<file path="config.mk">
export PLATFORM = sky130hd
export DESIGN_NAME = key_press_classifier
export DESIGN_NICKNAME = d
export VERILOG_FILES = /design/src/rtl/key_press_classifier.sv
export SDC_FILE = /design/constraint.sdc
export NUM_CORES = 1
export LEC_CHECK = 0
export ABC_CLOCK_PERIOD_IN_PS = 4100
export BUFFER_PORTS_ARGS = -buffer_cell sky130_fd_sc_hd__buf_2
export CORE_MARGIN = 4
export CORE_UTILIZATION = 35
export CTS_CLUSTER_SIZE = 30
export DETAILED_ROUTE_END_ITERATION = 6
export GPL_ROUTABILITY_DRIVEN = 0
export HOLD_SLACK_MARGIN = 0.15
export PLACE_DENSITY = 0.54
export SETUP_SLACK_MARGIN = 0.02
export SLEW_MARGIN = 20
export SYNTH_ARGS = -nofsm -noshare
export SYNTH_HDL_FRONTEND = slang
export SYNTH_SLANG_ARGS = --single-unit
export TNS_END_PERCENT = 100
</file>
<file path="constraint.sdc">
create_clock -name clk -period 4.1 [get_ports clk]
set_input_delay 0.205 -clock clk [delete_from_list [all_inputs] [get_ports clk]]
set_output_delay 0.205 -clock clk [all_outputs]
set_load 0.01 [all_outputs]
</file>
<file path="src/rtl/key_press_classifier.sv">
// key_press_classifier: times press/release intervals driven by edge-detector
// pulses and classifies each gesture as a short, long or double press.
// Every classification is a registered one-cycle pulse and bumps event_count.
module key_press_classifier #(
    parameter int CNT_W       = 16,
    parameter int LONG_CYCLES = 1000,
    parameter int DOUBLE_GAP  = 300
) (
    input  logic       clk,
    input  logic       reset_n,
    input  logic       rise_in,
    input  logic       fall_in,
    output logic       short_press,
    output logic       long_press,
    output logic       double_press,
    output logic       busy,
    output logic [7:0] event_count
);

    typedef enum logic [2:0] {
        IDLE        = 3'd0,
        HELD        = 3'd1,
        LONG_HELD   = 3'd2,
        WAIT_SECOND = 3'd3,
        HELD2       = 3'd4
    } state_t;

    // Terminal counts: the timeout fires on the edge that samples these.
    localparam logic [CNT_W-1:0] LONG_LAST = CNT_W'(LONG_CYCLES - 1);
    localparam logic [CNT_W-1:0] GAP_LAST  = CNT_W'(DOUBLE_GAP - 1);

    state_t           state, state_nxt;
    logic [CNT_W-1:0] cnt, cnt_nxt;
    logic             short_nxt, long_nxt, double_nxt;
    logic             any_nxt;
    logic             rise_ok, fall_ok;

    // Simultaneous rise and fall is a protocol violation: treat as no edge,
    // so timers keep running and no transition is caused by the pair.
    assign rise_ok = rise_in & ~fall_in;
    assign fall_ok = fall_in & ~rise_in;

    // State, interval counter, pulse outputs and event counter registers.
    always_ff @(posedge clk or negedge reset_n) begin
        if (!reset_n) begin
            state        <= IDLE;
            cnt          <= '0;
            short_press  <= 1'b0;
            long_press   <= 1'b0;
            double_press <= 1'b0;
            event_count  <= 8'd0;
        end else begin
            state        <= state_nxt;
            cnt          <= cnt_nxt;
            short_press  <= short_nxt;
            long_press   <= long_nxt;
            double_press <= double_nxt;
            if (any_nxt)
                event_count <= event_count + 8'd1;
        end
    end

    // Next-state and counter logic; pulse decisions are made here so they
    // register on the same edge as the transition that produces them.
    always_comb begin
        state_nxt  = state;
        cnt_nxt    = cnt;
        short_nxt  = 1'b0;
        long_nxt   = 1'b0;
        double_nxt = 1'b0;
        unique case (state)
            IDLE: begin
                if (rise_ok) begin
                    state_nxt = HELD;
                    cnt_nxt   = '0;
                end
            end
            HELD: begin
                // A release on the terminal cycle still counts as a release.
                if (fall_ok) begin
                    state_nxt = WAIT_SECOND;
                    cnt_nxt   = '0;
                end else if (cnt == LONG_LAST) begin
                    state_nxt = LONG_HELD;
                    long_nxt  = 1'b1;
                end else begin
                    cnt_nxt = cnt + 1'b1;
                end
            end
            LONG_HELD: begin
                if (fall_ok)
                    state_nxt = IDLE;
            end
            WAIT_SECOND: begin
                // A second press on the terminal cycle still makes a double.
                if (rise_ok) begin
                    state_nxt = HELD2;
                    cnt_nxt   = '0;
                end else if (cnt == GAP_LAST) begin
                    state_nxt = IDLE;
                    short_nxt = 1'b1;
                end else begin
                    cnt_nxt = cnt + 1'b1;
                end
            end
            HELD2: begin
                // A held second press reports the double at the long boundary
                // and then waits silently for the release.
                if (fall_ok) begin
                    state_nxt  = IDLE;
                    double_nxt = 1'b1;
                end else if (cnt == LONG_LAST) begin
                    state_nxt  = LONG_HELD;
                    double_nxt = 1'b1;
                end else begin
                    cnt_nxt = cnt + 1'b1;
                end
            end
            default: begin
                state_nxt = IDLE;
                cnt_nxt   = '0;
            end
        endcase
    end

    // Output decode: busy follows the registered state, any_nxt feeds the counter.
    always_comb begin
        busy    = (state != IDLE);
        any_nxt = short_nxt | long_nxt | double_nxt;
    end

endmodule

</file>
# [Word-level counts from Yosys, hierarchy flattened]
# Index checks and enable logic that the tools add are counted.
[totals] ff_bits=30 output_inout_bits=12
[classes] addsub=2 bitwise_logic=7 mux=23 reduce_logical=4 eq_ne=11
[ops] cell="16-bit 2-to-1 mux" count=6
[ops] cell="16-bit case mux with 5 select lines" count=1
[ops] cell="3-bit 2-to-1 mux" count=7
[ops] cell="16-bit by 1-bit adder with 16-bit output (second input constant)" count=1
[ops] cell="16-bit by 10-bit equality test with 1-bit output (second input constant)" count=1
[ops] cell="16-bit by 9-bit equality test with 1-bit output (second input constant)" count=1
[ops] cell="3-bit case mux with 5 select lines" count=1
[ops] cell="8-bit by 1-bit adder with 8-bit output (second input constant)" count=1
[ops] cell="1-bit 2-to-1 mux" count=8
[ops] cell="3-bit by 2-bit equality test with 1-bit output (second input constant)" count=2
[ops] cell="2-bit inequality test (second input constant)" count=3
[ops] cell="3-bit inequality test (second input constant)" count=2
[ops] cell="4-bit AND reduction" count=1
[ops] cell="3-bit by 1-bit equality test with 1-bit output (second input constant)" count=1
[ops] cell="3-bit equality test (second input constant)" count=1
[ops] cell="3-bit logical NOT" count=1
[ops] cell="1-bit inverter" count=3
[ops] cell="3-bit AND reduction" count=1
[ops] cell="3-bit nonzero test" count=1
[ops] cell="1-bit bitwise AND" count=2
[ops] cell="1-bit OR" count=2

# [Logic depth before layout (Yosys ltp)]
# Gate-level depths: netlist of the first run.
[logic_depth] word_depth=6 ltp_mapped=7 depth_no_buf=6

# [Worst setup path before layout of the first run]
# No wires, ideal clock.
[synth_path] kind="flip-flop to flip-flop" start="reg cnt[0]" end="reg cnt[4]" stages_incl_launch_ff=7 t_required_ns=3.974 arrival_time_ns=1.753 setup_slack_ns=2.221 setup_ns=0.126 path_cell_list="dfrtp_1 > ha_1 > nor4bb_1 > nand4_2 > o22ai_4 > nor2_4 > a221o_1"
[synth_via] elab_chain_cells=4 word_cells_on_any_way=11 classes_between="1 x add/sub; 3 x eq/ne; 6 x mux; 1 x reduce/logical"
[synth_rtl] item="start: declaration" line="33" rtl="logic [CNT_W-1:0] cnt, cnt_nxt;"
[synth_rtl] item="start signal: assignment" line="54" rtl="cnt <= cnt_nxt;"
[synth_rtl] item="16-bit by 1-bit adder with 16-bit output or 16-bit by 10-bit equality test with 1-bit output (tied branches)"
[synth_rtl] item="16-bit 2-to-1 mux, on equally long branches" line="83, 112, 99"
[synth_rtl] item="16-bit 2-to-1 mux, on equally long branches" line="109, 80, 96"
[synth_rtl] item="16-bit case mux with 5 select lines" line="71" rtl="unique case (state)"
# Several ways; a longest one is shown, not always the timed one. The select of a mux whose other input is x is not followed.
# A chain may end at the register's enable or synchronous reset.

# [Final worst setup path of the first run]
[layout_path] start="reg state[1]" end="reg cnt[9]"
[layout_via] elab_chain_cells=3 word_cells_on_any_way=11 classes_between="7 x eq/ne; 1 x mux; 1 x bitwise; 2 x reduce/logical"
[layout_rtl] item="start: declaration" line="32" rtl="state_t state, state_nxt;"
[layout_rtl] item="start signal: assignment" line="53" rtl="state <= state_nxt;"
[layout_rtl] item="3-bit by 2-bit equality test with 1-bit output (tied with other cells)" line="71"
[layout_rtl] item="3-bit inequality test (no line) (tied with other cells)"
[layout_rtl] item="4-bit AND reduction (no line)"
# Several ways; a longest one is shown, not always the timed one.

==> results of run 1 <==
-- logic make-up after synthesis --
group                    Yosys count
AND/OR/NAND/NOR                   80
XOR/XNOR                           7
buffers and inverters              8
AO/OA/AOI/OAI                     45
adder cells (fa/ha/maj)            2
flip-flops                        30
multiplexers                       2
-- area by class of cell --
class / instances / area, µm²
clock inverter: 2 / 12.5
inverter: 2 / 7.51
clock buffer: 6 / 82.6
sequential: 30 / 751
timing repair buffer: 16 / 85.1
multi-input combinational: 136 / 947
fill: 474 / 2790
tap: 67 / 83.8
-- repair_timing --
item | in CTS | in global routing
gates resized for setup | 0 | 0
hold endpoints to repair | 30 | 0
buffers inserted | 0 | 0
hold buffers | 1 | 0
-- worst max path at each step --
| stage | endpoint | slack, ns | cells past startpoint |
|---|---|---|---|
| after floorplan | cnt[4] | 2.22 | 6 |
| after global placement | cnt[13] | 1.89 | 4 |
| after detailed placement | cnt[5] | 1.86 | 4 |
| after CTS | cnt[5] | 1.83 | 4 |
| after global routing | cnt[13] | 1.64 | 4 |
| final | cnt[9] | 1.83 | 4 |
-- cell usage after synthesis, drive strengths merged, types with 4 or more instances --
cell   count  area (µm²)
nor2      16        67.6
buf        6        27.5
nand4      8        56.3
nand3      9        45.0
dfrtp     30         751
o21ai     13        65.1
a22o       8        70.1
nor2b      9        56.3
and3       4        25.0
a21oi      7        35.0
xnor2      6        52.6
nand2     11        41.3
-- routing by layer --
layer	routed length, µm	part of all wire [%]	up-vias	global-route usage, %
li1	-	-	693	-
met1	1750	46	689	17.6
met2	1820	48	24	22.6
met3	133	3.5	9	3.44
met4	85	2.2	0	6.29
met5	0	0	-	0
-- per-stage QoR --
stage	hold WS, ns	setup slack [ns]	area, µm²	std cells	total power [mW]
floorplan	-0.0906	2.22	1730	174	0.638
global placement	0.277	1.89	1860	250	0.715
detailed placement	0.281	1.86	1860	250	0.727
CTS	0.304	1.83	1970	259	0.985
global route	0.346	1.64	1970	259	1.06
finish	0.309	1.83	1970	259	0.974
-- power breakdown --
| group | internal (mW) | switching, mW | leakage (nW) |
|---|---|---|---|
| Combinational | 0.123 | 0.195 | 0.409 |
| Sequential | 0.332 | 0.0710 | 0.409 |
| Clock | 0.135 | 0.118 | 0.0472 |
| Total | 0.590 | 0.384 | 0.865 |
-- flip-flops by register name, summed over array words and instances, names as in the netlist --
signal,count
cnt,16
event_count,8
state,3
double_press,1
long_press,1
short_press,1
-- worst min-delay path, cell delays in order --
cell	delay, ns
buf_2	0.13
nand3b_1	0.12
o22ai_1	0.09
==> results by group, run 1 <==
Worst hold path
  • Hold Startpoint: rise_in
  • HP Class: primary input to register
  • Endpoint, Worst Hold: state[2]
  • Hold Path Depth: 3

Synthesis
  • #FFs+latches synth: 30
  • Largest family of logic cells by synthesized area: simple AND/OR/NAND/NOR gates
  • Synth Cell Area: 1730 µm²
  • Syn_area_per_cell: 9.96 µm²
  • Ys async rst share: 100%
  • XOR/XNOR Fraction of Synth Area: 3.54%
  • Synth unique cells: 50
  • Synth Area in Adders: 1.44%
  • Top FF cell, synth: dfrtp_1
  • YS warnings: 0
  • Synth Area in Compound Gates: 20.4%
  • Synth Instances: 174
  • Simple-gate share of the synthesized area: 28.0%
  • Synthesized net count: 180
  • Post-synth EDFFs: 0
  • Sequential area share after synthesis: 43.3%
  • Mux cell area share after synthesis: 1.30%

Global routing
  • Initial antenna violation count: 0
  • Largest net degree at the start of global routing: 31
  • GRT Util Overall: 14.0%
  • Number of global-route vias before repair: 1373
  • Grt total ovfl: 0
  • First-pass GRT wire length: 6680 µm

Finish
  • Number of diodes: 0
  • Commonest non-fill, non-tap cells in the layout: dfrtp_1 (30), nor2_1 (15), buf_2 (15)
  • Share of layout cells above drive strength 1: 17.2%
  • Post-layout nets: 197
  • Core Util, Final: 41.4%
  • Most common cell after layout, fill and taps aside: dfrtp_1
  • Syn-to-layout area delta: 13.6%

Detailed routing
  • Post-route DRC: 0
  • Final antenna-violating net count: 0
  • Avg WL per Cell: 14.7 µm
  • Pre-antenna DRT Iters: 4
  • Vias per inst: 5.46
  • DRT Wirelength: 3800 µm
  • Initial DRC count: 108
  • Vias post-DR: 1415

STA
  • Clock Skew: 0.00648 ns
  • Period minus WS final: 2.27 ns
  • TNS Setup: 0 ns
  • Final setup viols: 0
  • Worst-Margin Slew: 0.929 ns
  • Fin crit share: 55.5%
  • Fin. max-slew vios: 0
  • Final Hold Violating Endpoints: 0
  • Max Freq: 440 MHz
  • Slew HR: 38.0%
  • RSZ-0062 raised after global routing: false

Clock network
  • Clk root buf: clkbuf_8
  • Max clock buf depth: 2
  • Worst skew pair latency: 0.28 ns
  • Sink Count: 30
  • CTS tree: built
  • H-tree depth: 2
  • Register clock-pin slew on the reported worst setup and hold paths: 0.07 ns
  • CTS Buf Count: 5

Setup path
  • Critical path's largest stage delay: 0.69 ns
  • Worst EP arrival: 2.44 ns
  • Worst setup SP type: register
  • Worst R2R Setup Slack: 1.83 ns
  • Reg2reg end: cnt[9]
  • Critical path's top delay family: compound AO/OA/AOI/OAI gates
  • Critical path buffers and inverters: 0
  • Slowest library cell on the worst path: or4b_2
  • Nature of the critical path endpoint: register
  • Critical Path Start: state[1]
  • Crit-path cells: or4b_2 -> o2111ai_1 -> o21ai_0 -> a32o_1
  • Reg-to-Reg Start: state[1]
  • Crit Path Category: register to register
  • Critical path peak fanout: 15
  • Worst-case reg-to-reg path depth: 4
  • Req. time, crit path: 4.27 ns

Die
  • Die Wd: 78.4 µm
  • Die area: 6140 µm²
  • Num rows: 25
  • Core area: 4750 µm²
  • Starting Density: 36.4%
  • Die height: 78.4 µm
  • Boundary Pins: 16

Placement
  • Post-DP HPWL: 2710 µm
  • Port Buf Inserts: 15

Flow run
  • Max cap viols: 0

Status
  • Status: finished clean

Pwr
  • Leakage power: 0.865 nW
  • Worst VDD drop: 0.155 mV
  • P per Cell Area: 495 nW/µm²
Power figures use the tool's default switching activity.
==> run 2: changes to the inputs <==
--- a/config.mk
+++ b/config.mk
@@ -5,7 +5,7 @@
 export SDC_FILE = /design/constraint.sdc
 export NUM_CORES = 1
 export LEC_CHECK = 0
-export ABC_CLOCK_PERIOD_IN_PS = 4100
+export ABC_CLOCK_PERIOD_IN_PS = 2200
 export BUFFER_PORTS_ARGS = -buffer_cell sky130_fd_sc_hd__buf_2
 export CORE_MARGIN = 4
 export CORE_UTILIZATION = 35
==> constraint.sdc (replaced) <==
create_clock -name clk -period 2.2 [get_ports clk]
set_input_delay 0.11 -clock clk [delete_from_list [all_inputs] [get_ports clk]]
set_output_delay 0.11 -clock clk [all_outputs]
set_load 0.01 [all_outputs]
==> run 2 against run 1 <==
  * Design area is 3.3% higher
  * Critical path type unchanged
  * Worst hold slack worse by 0.11 ns
  * Wire length is 2.1% higher
  * Via count is 1.5% higher
  * First-iteration DRC count is 60% lower
  * Critical endpoint is now event_count[1]
  * Maximum frequency is 9.8% higher
==> results by group, run 2 (same netlist as run 1, synthesis figures left out) <==
Status
  • Status: finished clean (unchanged)

Clock network
  • CTS tree: built (unchanged)
  • Worst skew pair latency: 0.28 ns (about the same)
  • H-tree depth: 2 (unchanged)
  • Register clock-pin slew on the reported worst setup and hold paths: 0.07 ns (about the same)
  • CTS resizes: 0 (unchanged)
  • Sink Count: 30 (unchanged)
  • Max clock buf depth: 2 (unchanged)
  • CTS Buf Count: 5 (unchanged)
  • Clk root buf: clkbuf_8 (unchanged)

Pwr
  • Clock Power Share: 24.9% (was 26.0%)
  • P per Cell Area: 923 nW/µm² (was 495 nW/µm²)
  • Cell-internal power: 1.15 mW (was 0.590 mW)
  • Sw frac: 38.5% (was 39.5%)
  • Psw: 0.722 mW (was 0.384 mW)
  • Worst VDD drop: 0.308 mV (was 0.155 mV)
  • Comb power frac: 38.0% (was 32.7%)
  • Leakage power: 0.904 nW (was 0.865 nW)
  • Reg power frac: 37.1% (was 41.4%)

Setup path
  • Critical path peak fanout: 8 (was 15)
  • Crit Path Category: register to register (unchanged)
  • Req. time, crit path: 2.37 ns (was 4.27 ns)
  • Worst setup SP type: register (unchanged)
  • Nature of the critical path endpoint: register (unchanged)
  • Worst EP arrival: 2.24 ns (was 2.44 ns)

STA
  • Max Freq: 483 MHz (was 440 MHz)
  • Final Hold Violating Endpoints: 0 (unchanged)
  • Period minus WS final: 2.07 ns (was 2.27 ns)
  • Slew HR: 55.6% (was 38.0%)
  • Clock Skew: 0.00571 ns (was 0.00648 ns)
  • Fin crit share: 94.1% (was 55.5%)
  • Final setup viols: 0 (unchanged)
  • Fin. max-slew vios: 0 (unchanged)
  • TNS Setup: 0 ns (unchanged)
  • Worst-Margin Slew: 0.666 ns (was 0.929 ns)
  • RSZ-0062 raised after global routing: false (unchanged)
  • PnR worst setup slack: 0.129 ns (was 1.83 ns)

Finish
  • Top flop regs: cnt: 16 flops, event_count: 8 flops, state: 3 flops (unchanged)
  • Share of layout cells above drive strength 1: 20.1% (was 17.2%)
  • Post-layout nets: 204 (was 197)
  • Most common cell after layout, fill and taps aside: dfrtp_1 (unchanged)
  • Max reg flops: 16 (unchanged)
  • Final cell count without fillers: 266 (was 259)
  • Fillers: 492 (was 474)
  • Commonest non-fill, non-tap cells in the layout: dfrtp_1 (30), nor2_1 (15), buf_2 (15) (unchanged)
  • Number of diodes: 0 (unchanged)
  • Syn-to-layout area delta: 17.4% (was 13.6%)
  • Top reg by flops: cnt (unchanged)
  • Core Util, Final: 42.8% (was 41.4%)

Placement
  • Post-DP HPWL: 2810 µm (was 2710 µm)
  • Port Buf Inserts: 15 (unchanged)
  • Cells after DPL: 256 (was 250)
  • Place WS: 0.107 ns (was 1.86 ns)

Detailed routing
  • Vias post-DR: 1436 (was 1415)
  • Avg WL per Cell: 14.6 µm (was 14.7 µm)
  • Vias per inst: 5.40 (was 5.46)
  • Initial DRC count: 43 (was 108)
  • Final antenna-violating net count: 0 (unchanged)
  • Post-route DRC: 0 (unchanged)
  • Pre-antenna DRT Iters: 5 (was 4)
  • DRT Wirelength: 3880 µm (was 3800 µm)

Die
  • Core area: 4750 µm² (unchanged)
  • Boundary Pins: 16 (unchanged)
  • Num rows: 25 (unchanged)
  • Starting Density: 36.4% (unchanged)
  • Die height: 78.4 µm (unchanged)
  • Die Wd: 78.4 µm (unchanged)
  • Die area: 6140 µm² (unchanged)

Global routing
  • Initial antenna violation count: 0 (unchanged)
  • First-pass GRT wire length: 6350 µm (was 6680 µm)
  • GRT Util Overall: 13.2% (was 14.0%)
  • Largest net degree at the start of global routing: 31 (unchanged)
  • Grt total ovfl: 0 (unchanged)
  • Number of global-route vias before repair: 1360 (was 1373)

Worst hold path
  • HP Class: primary input to register (unchanged)

Flow run
  • Max cap viols: 0 (unchanged)
==> run 2: cell count changes in the layout (fill, tap and decap cells not counted), sizes merged <==
cell	change
buf	+7
==> run 2: power groups by stage <==
stage / clock, mW / combinational, mW / sequential, mW
floorplan: 0 / 0.479 / 0.711
global placement: 0 / 0.700 / 0.698
detailed placement: 0 / 0.702 / 0.706
CTS: 0.487 / 0.705 / 0.696
global route: 0.508 / 0.792 / 0.708
finish: 0.466 / 0.714 / 0.697
==> run 2: layout make-up <==
class | count | area, µm² | area share, %
Multi-Input combinational cell | 136 | 947 | 46.6
Sequential cell | 30 | 751 | 36.9
Timing Repair Buffer | 23 | 150 | 7.38
Tap cell | 67 | 83.8 | 4.12
Clock buffer | 6 | 82.6 | 4.06
Clock inverter | 2 | 12.5 | 0.615
Inverter | 2 | 7.51 | 0.369
==> run 2: per-stage QoR <==
step	hold WS, ns	cell area (µm²)	power [mW]
after global placement	0.184	1910	1.40
final	0.197	2030	1.88
after detailed placement	0.185	1910	1.41
after global routing	0.212	2030	2.01
after floorplan	-0.186	1730	1.19
after CTS	0.192	2010	1.89
==> run 2: what timing repair did <==
action	CTS	global route
setup buffers	0	1
endpoints found under the hold margin	30	0
endpoints found under the setup margin	0	6
hold buffers	1	0
==> run 2: final timing paths <==
path,from,end,slack [ns],depth (start not counted)
min in group asynchronous,reset_n,state[1],0.39,2
max reg2reg,cnt[11],event_count[1],0.13,5
min reg2reg,event_count[7],event_count[7],0.47,1
min,rise_in,state[2],0.20,3
max in group asynchronous,reset_n,cnt[1],1.38,2
max,cnt[11],event_count[1],0.13,5
==> run 2: per-layer routing <==
layer | vias up | track usage (%) | share of wire [%]
met2 | 29 | 20.6 | 47
met1 | 694 | 16.5 | 46
li1 | 703 | - | -
met4 | 0 | 6.64 | 2.8
met5 | - | 0 | 0
met3 | 10 | 3.90 | 3.7
==> run 2: critical path: stages, from the launching register on <==
cell     delay [ns]
dfrtp_1        0.46
nor4b_4        0.42
a41oi_2        0.26
o32ai_4        0.35
buf_12         0.16
mux2_1         0.31
